==> config.mk <==
export PLATFORM = sky130hd
export DESIGN_NAME = uart_cmd_decoder
export DESIGN_NICKNAME = d
export VERILOG_FILES = /design/src/rtl/uart_cmd_decoder_pkg.sv /design/src/rtl/uart_cmd_decoder_cmd_timer.sv /design/src/rtl/uart_cmd_decoder.sv
export SDC_FILE = /design/constraint.sdc
export NUM_CORES = 1
export LEC_CHECK = 0
export ABC_AREA = 1
export CAP_MARGIN = 10
export CORE_UTILIZATION = 35
export DETAILED_ROUTE_END_ITERATION = 6
export PLACE_DENSITY = 0.53
export SETUP_SLACK_MARGIN = 0.05
export SLEW_MARGIN = 10
export SYNTH_ARGS = -nofsm -noshare
export SYNTH_HDL_FRONTEND = slang
export SYNTH_HIERARCHICAL = 1
export SYNTH_SLANG_ARGS = --single-unit
==> constraint.sdc <==
create_clock -name clk -period 2.35 [get_ports clk]
set_input_delay 0.47 -clock clk [delete_from_list [all_inputs] [get_ports clk]]
set_output_delay 0.47 -clock clk [all_outputs]
set_load 0.005 [all_outputs]
==> src/rtl/uart_cmd_decoder_pkg.sv <==
// uart_cmd_pkg: frame-parser state encoding and the header byte shared with the transmit-side frame builder.
package uart_cmd_pkg;
   localparam logic [7:0] DEF_HEADER = 8'hA5;
   typedef enum logic [1:0] {IDLE, GOT_HDR, GOT_CMD} state_t;
endpackage

==> src/rtl/uart_cmd_decoder_cmd_timer.sv <==
// cmd_timer: clear/enable counter that saturates at MAX; expired flags the edge where the count lands on MAX and stays set while saturated.
module cmd_timer #(
   parameter int MAX = 20
) (
   input  logic clk,
   input  logic rst,
   input  logic clr,
   input  logic en,
   output logic expired
);
   localparam int W = $clog2(MAX + 1);
   localparam logic [W-1:0] LIM = W'(MAX);
   logic [W-1:0] cnt, nxt;
   always_comb nxt = clr ? '0 : (en && cnt != LIM) ? cnt + 1'b1 : cnt;
   assign expired = nxt == LIM;
   always_ff @(posedge clk)
      if (rst) cnt <= '0;
      else cnt <= nxt;
endmodule

==> src/rtl/uart_cmd_decoder.sv <==
// uart_cmd_decoder: validates header/command/inverted-command frames, drives disp/motor and a link watchdog.
module uart_cmd_decoder
   import uart_cmd_pkg::*;
#(
   parameter logic [7:0] HEADER       = DEF_HEADER,
   parameter int         BYTE_GAP_CYC = 500_000,
   parameter int         TIMEOUT_CYC  = 50_000_000
) (
   input  logic       clk,
   input  logic       rst,
   input  logic [7:0] rx_data,
   input  logic       rx_valid,
   output logic [7:0] disp,
   output logic       motor,
   output logic       stale,
   output logic       frame_ok,
   output logic       frame_err
);
   state_t state;
   logic [7:0] cmd_q, disp_nxt;
   logic commit, stale_nxt, gap_exp, wd_exp;
   assign commit = rx_valid && state == GOT_CMD && rx_data == ~cmd_q;
   always_comb begin
      disp_nxt  = commit ? cmd_q : disp;
      stale_nxt = commit ? 1'b0 : (stale | wd_exp);
   end
   cmd_timer #(.MAX(BYTE_GAP_CYC)) u_gap (
      .clk(clk), .rst(rst), .clr(rx_valid || state == IDLE), .en(1'b1), .expired(gap_exp)
   );
   cmd_timer #(.MAX(TIMEOUT_CYC)) u_wd (
      .clk(clk), .rst(rst), .clr(commit), .en(1'b1), .expired(wd_exp)
   );
   // A byte arriving in the expiry cycle takes priority over the gap error.
   always_ff @(posedge clk)
      if (rst) begin
         state     <= IDLE;
         cmd_q     <= '0;
         disp      <= '0;
         motor     <= 1'b0;
         stale     <= 1'b1;
         frame_ok  <= 1'b0;
         frame_err <= 1'b0;
      end else begin
         frame_ok  <= commit;
         frame_err <= 1'b0;
         disp      <= disp_nxt;
         stale     <= stale_nxt;
         motor     <= disp_nxt[7] & ~stale_nxt;
         if (rx_valid)
            case (state)
               IDLE:    if (rx_data == HEADER) state <= GOT_HDR;
               GOT_HDR: begin
                  cmd_q <= rx_data;
                  state <= GOT_CMD;
               end
               GOT_CMD: if (commit) state <= IDLE;
               else begin
                  frame_err <= 1'b1;
                  state     <= rx_data == HEADER ? GOT_HDR : IDLE;
               end
               default: state <= IDLE;
            endcase
         else if (gap_exp) begin
            frame_err <= 1'b1;
            state     <= IDLE;
         end
      end
endmodule
==> impl_results.md <==
- Worst hold path class: register to register
- Crit path DAT: 2.42 ns
- EDFF count, synth: 0
- Switching power: 621 µW
- Status: complete, no violations
- Worst Setup End Kind: register
- Distinct cells, synth: 40
- Initial DRC count: 219
- Number of diodes: 0
- Vias per cell: 4.75
- Io pins: 23
- Root buffer cell: clkbuf_16
- Worst hold start: disp[3]$_SDFFE_PP0P_
- CTS sink count: 67
- Register area share after synthesis: 31.4%
- Filler instances: 1203
- Max cap viols: 0
- DR WL/cell: 12.3 µm
- Gate power share: 8.2%
- Flop pwr share: 44.6%
- Skew final: 0.00807 ns
- Worst-path fanout max: 8
- Worst R2R Path Depth: 20
- CTS tree: built
- Crit Reg-Reg Startpoint: u_wd/cnt[0]$_SDFF_PP0_
- Initial Util: 36.6%
- RSZ-0062 raised after global routing: true
- Crit Path Class: register to register
- Worst vdd ir: 354 µV
- Area contributors post-synth: dfxtp_1 (31%), nand2_1 (17%), nor2_1 (12%)
- First-pass GRT wire length: 18.5 mm
- Yosys top cell area share: 31.4%
- Peak Freq: 0.466 GHz
- DR DRC count: 0
- Clock Path Buffers: 2
- Clk_lat worst skew: 0.33 ns
- Inserted Clock Buffers: 9
- FP Rows: 39
- Chip width: 112 µm
- Ys flop type: dfxtp_1
- Tmin final: 2.15 ns
- Ys async rst share: 0%
- Fin nets: 771
- Synth Instances: 688
- GRT Residual Overflow: 0
- Initial antenna violation count: 0
- Final GP Congestion: 0.860
- Largest net degree at the start of global routing: 23
- PwrDens: 491 mW/mm²
- Final setup vio count: 0
- FF-to-FF End: motor$_SDFF_PP0_
- Total negative slack: 0 ns
- Switching portion of total power: 23.7%
- PortBufs: 22
- Synth Register Bits: 67
- R2r setup slk: 0.20 ns
- # hold bufs at CTS: 0
- Worst Path Required: 2.62 ns
- PnR Total Power: 2.62 mW
- Clk pwr share: 47.3%
- All-Layer GR Usage: 18.5%
- Core ar.: 0.0117 mm²
- Max Slew Vio Count: 0
- DIE HEIGHT: 112 µm
- Leak: 2.08 nW
- P_int: 2.00 mW
- Via Count: 4286
- Worst setup SP type: register
- Warnings from Yosys: 6
- Leading area contributor after synthesis: dfxtp_1
- Area grow syn2layout: 25.1%
- Avg Inst Size Synth: 6.20 µm²
- Final hold vios: 0
- Sink of the worst hold path: disp[3]$_SDFFE_PP0P_
- Antenna-violating nets left: 0
- Routed WL: 11.1 mm
- H-tree Lvls: 3
- Post-Synthesis Cell Area: 0.00427 mm²
- Worst-path clk slew: 0.05 ns
- Share of layout cells above drive strength 1: 20.2%
- Die area: 0.0126 mm²
- Drt first pass iters: 5
- Dpl hpwl: 8.16 mm
- Hold path cells: 2
- Vias in the first global route: 3929
- Final cycle utilization of the critical path: 91.3%
-- synthesized netlist by cell type, types with 5 or more instances --
cell / count
nand2_1: 197
nor2_1: 137
inv_1: 73
dfxtp_1: 67
nand3_1: 47
a21oi_1: 19
nand2_2: 13
nor2_2: 13
o21ai_0: 12
o21ai_1: 12
nand4_1: 10
nor3_1: 10
nor2_4: 9
xor2_1: 8
a21oi_2: 6
clkbuf_1: 5
-- state kept, by name, summed over array words and instances, names as in the netlist --
signal,flops
motor,1
u_wd/cnt,26
stale,1
cmd_q,8
disp,8
frame_ok,1
state,2
frame_err,1
u_gap/cnt,19
-- power groups by stage --
stage               Clock, mW  Combinational [mW]  Sequential, mW
floorplan                   0               0.121            1.18
global placement            0               0.179            1.19
detailed placement          0               0.180            1.19
CTS                      1.29               0.181            1.16
global route             1.34               0.239            1.17
finish                   1.24               0.214            1.17
-- cell families (layout without fill, tap and decap cells) --
| group | Yosys count | after routing | share of synthesized area (%) |
|---|---|---|---|
| DFF | 67 | 67 | 31.4 |
| and+or+nand+nor | 452 | 452 | 47.4 |
| other | 1 | 4 | 0.0879 |
| buffers and inverters | 96 | 164 | 9.80 |
| adders and majority gates | 4 | 4 | 1.17 |
| xor gates and xnor gates | 12 | 12 | 2.46 |
| AOI/OAI and AO/OA | 56 | 56 | 7.66 |
-- worst max-delay path by stage --
stage | startpoint | end | slack [ns] | cells past startpoint
floorplan | rx_data[0] | motor$_SDFF_PP0_ | 0.40 | 19
finish | u_wd/cnt[0]$_SDFF_PP0_ | motor$_SDFF_PP0_ | 0.20 | 20
global route | u_wd/cnt[0]$_SDFF_PP0_ | motor$_SDFF_PP0_ | 0.01 | 19
global placement | rx_data[2] | motor$_SDFF_PP0_ | -0.03 | 19
detailed placement | rx_data[2] | motor$_SDFF_PP0_ | -0.06 | 19
CTS | u_wd/cnt[0]$_SDFF_PP0_ | motor$_SDFF_PP0_ | 0.09 | 18
-- layout make-up --
class / instances / area [µm²] / share of cell area (%)
sequential: 67 / 1360 / 25.4
clock buffer: 12 / 256 / 4.81
multi-input combinational: 528 / 2620 / 49.1
tap: 143 / 179 / 3.35
clock inverter: 2 / 12.5 / 0.234
inverter: 80 / 307 / 5.74
timing repair buffer: 70 / 608 / 11.4
-- what timing repair did --
item	CTS	global route
resized for setup	0	52
setup endpoints to repair	0	5
setup buffers	0	14
-- worst max-delay path, cell delays in order (launching register included) --
cell and delay [ns]:
dfxtp_4 0.37, inv_4 0.07, ha_4 0.12, nand2_2 0.04
nor2_2 0.10, nand2_2 0.07, nor2_4 0.15, nand2_4 0.11
nand2_8 0.13, buf_8 0.14, buf_4 0.11, nand2_1 0.05
nand2_1 0.07, nor2_1 0.04, nand2_1 0.08, nor2_1 0.04
nand2_1 0.05, nor2_1 0.04, o21ai_1 0.15, inv_1 0.06
nor2_1 0.09
-- per-layer routing --
layer / part of all wire, % / vias to the layer above / routed length (µm) / track usage, %
met5: 0 / - / 0 / 0
met4: 1.1 / 0 / 123 / 4.36
met3: 5.0 / 9 / 554 / 4.59
met2: 48 / 103 / 5300 / 32.0
met1: 46 / 1902 / 5120 / 23.0
li1: - / 2272 / - / -
-- cells in the final DEF, fill, tap and decap left out, types with 3 or more instances in the layout --
cell,n
a21oi_1,18
a21oi_2,7
buf_4,44
clkbuf_16,9
clkdlybuf4s50_1,22
clkinv_1,4
conb_1,4
dfxtp_1,59
dfxtp_2,6
inv_1,70
inv_2,3
nand2_1,188
nand2_2,22
nand3_1,43
nand3_2,7
nand4_1,10
nor2_1,128
nor2_2,20
nor2_4,11
nor3_1,10
o21ai_0,9
o21ai_1,15
o21bai_1,4
xnor2_1,4
xor2_1,8
-- through the flow --
step	cell area (µm²)	utilization, %	hold WS (ns)	cells	setup slack [ns]
2_1_floorplan	4280	-	0.457	691	0.403
3_3_place_gp	4830	41.4	0.465	874	-0.0252
3_5_place_dp	4830	41.4	0.463	874	-0.0575
4_1_cts	5100	43.7	0.480	888	0.0922
5_1_grt	5340	45.8	0.501	902	0.0135
6_report	5340	45.8	0.477	902	0.205
No activity file was read; power rests on OpenSTA's default activity.
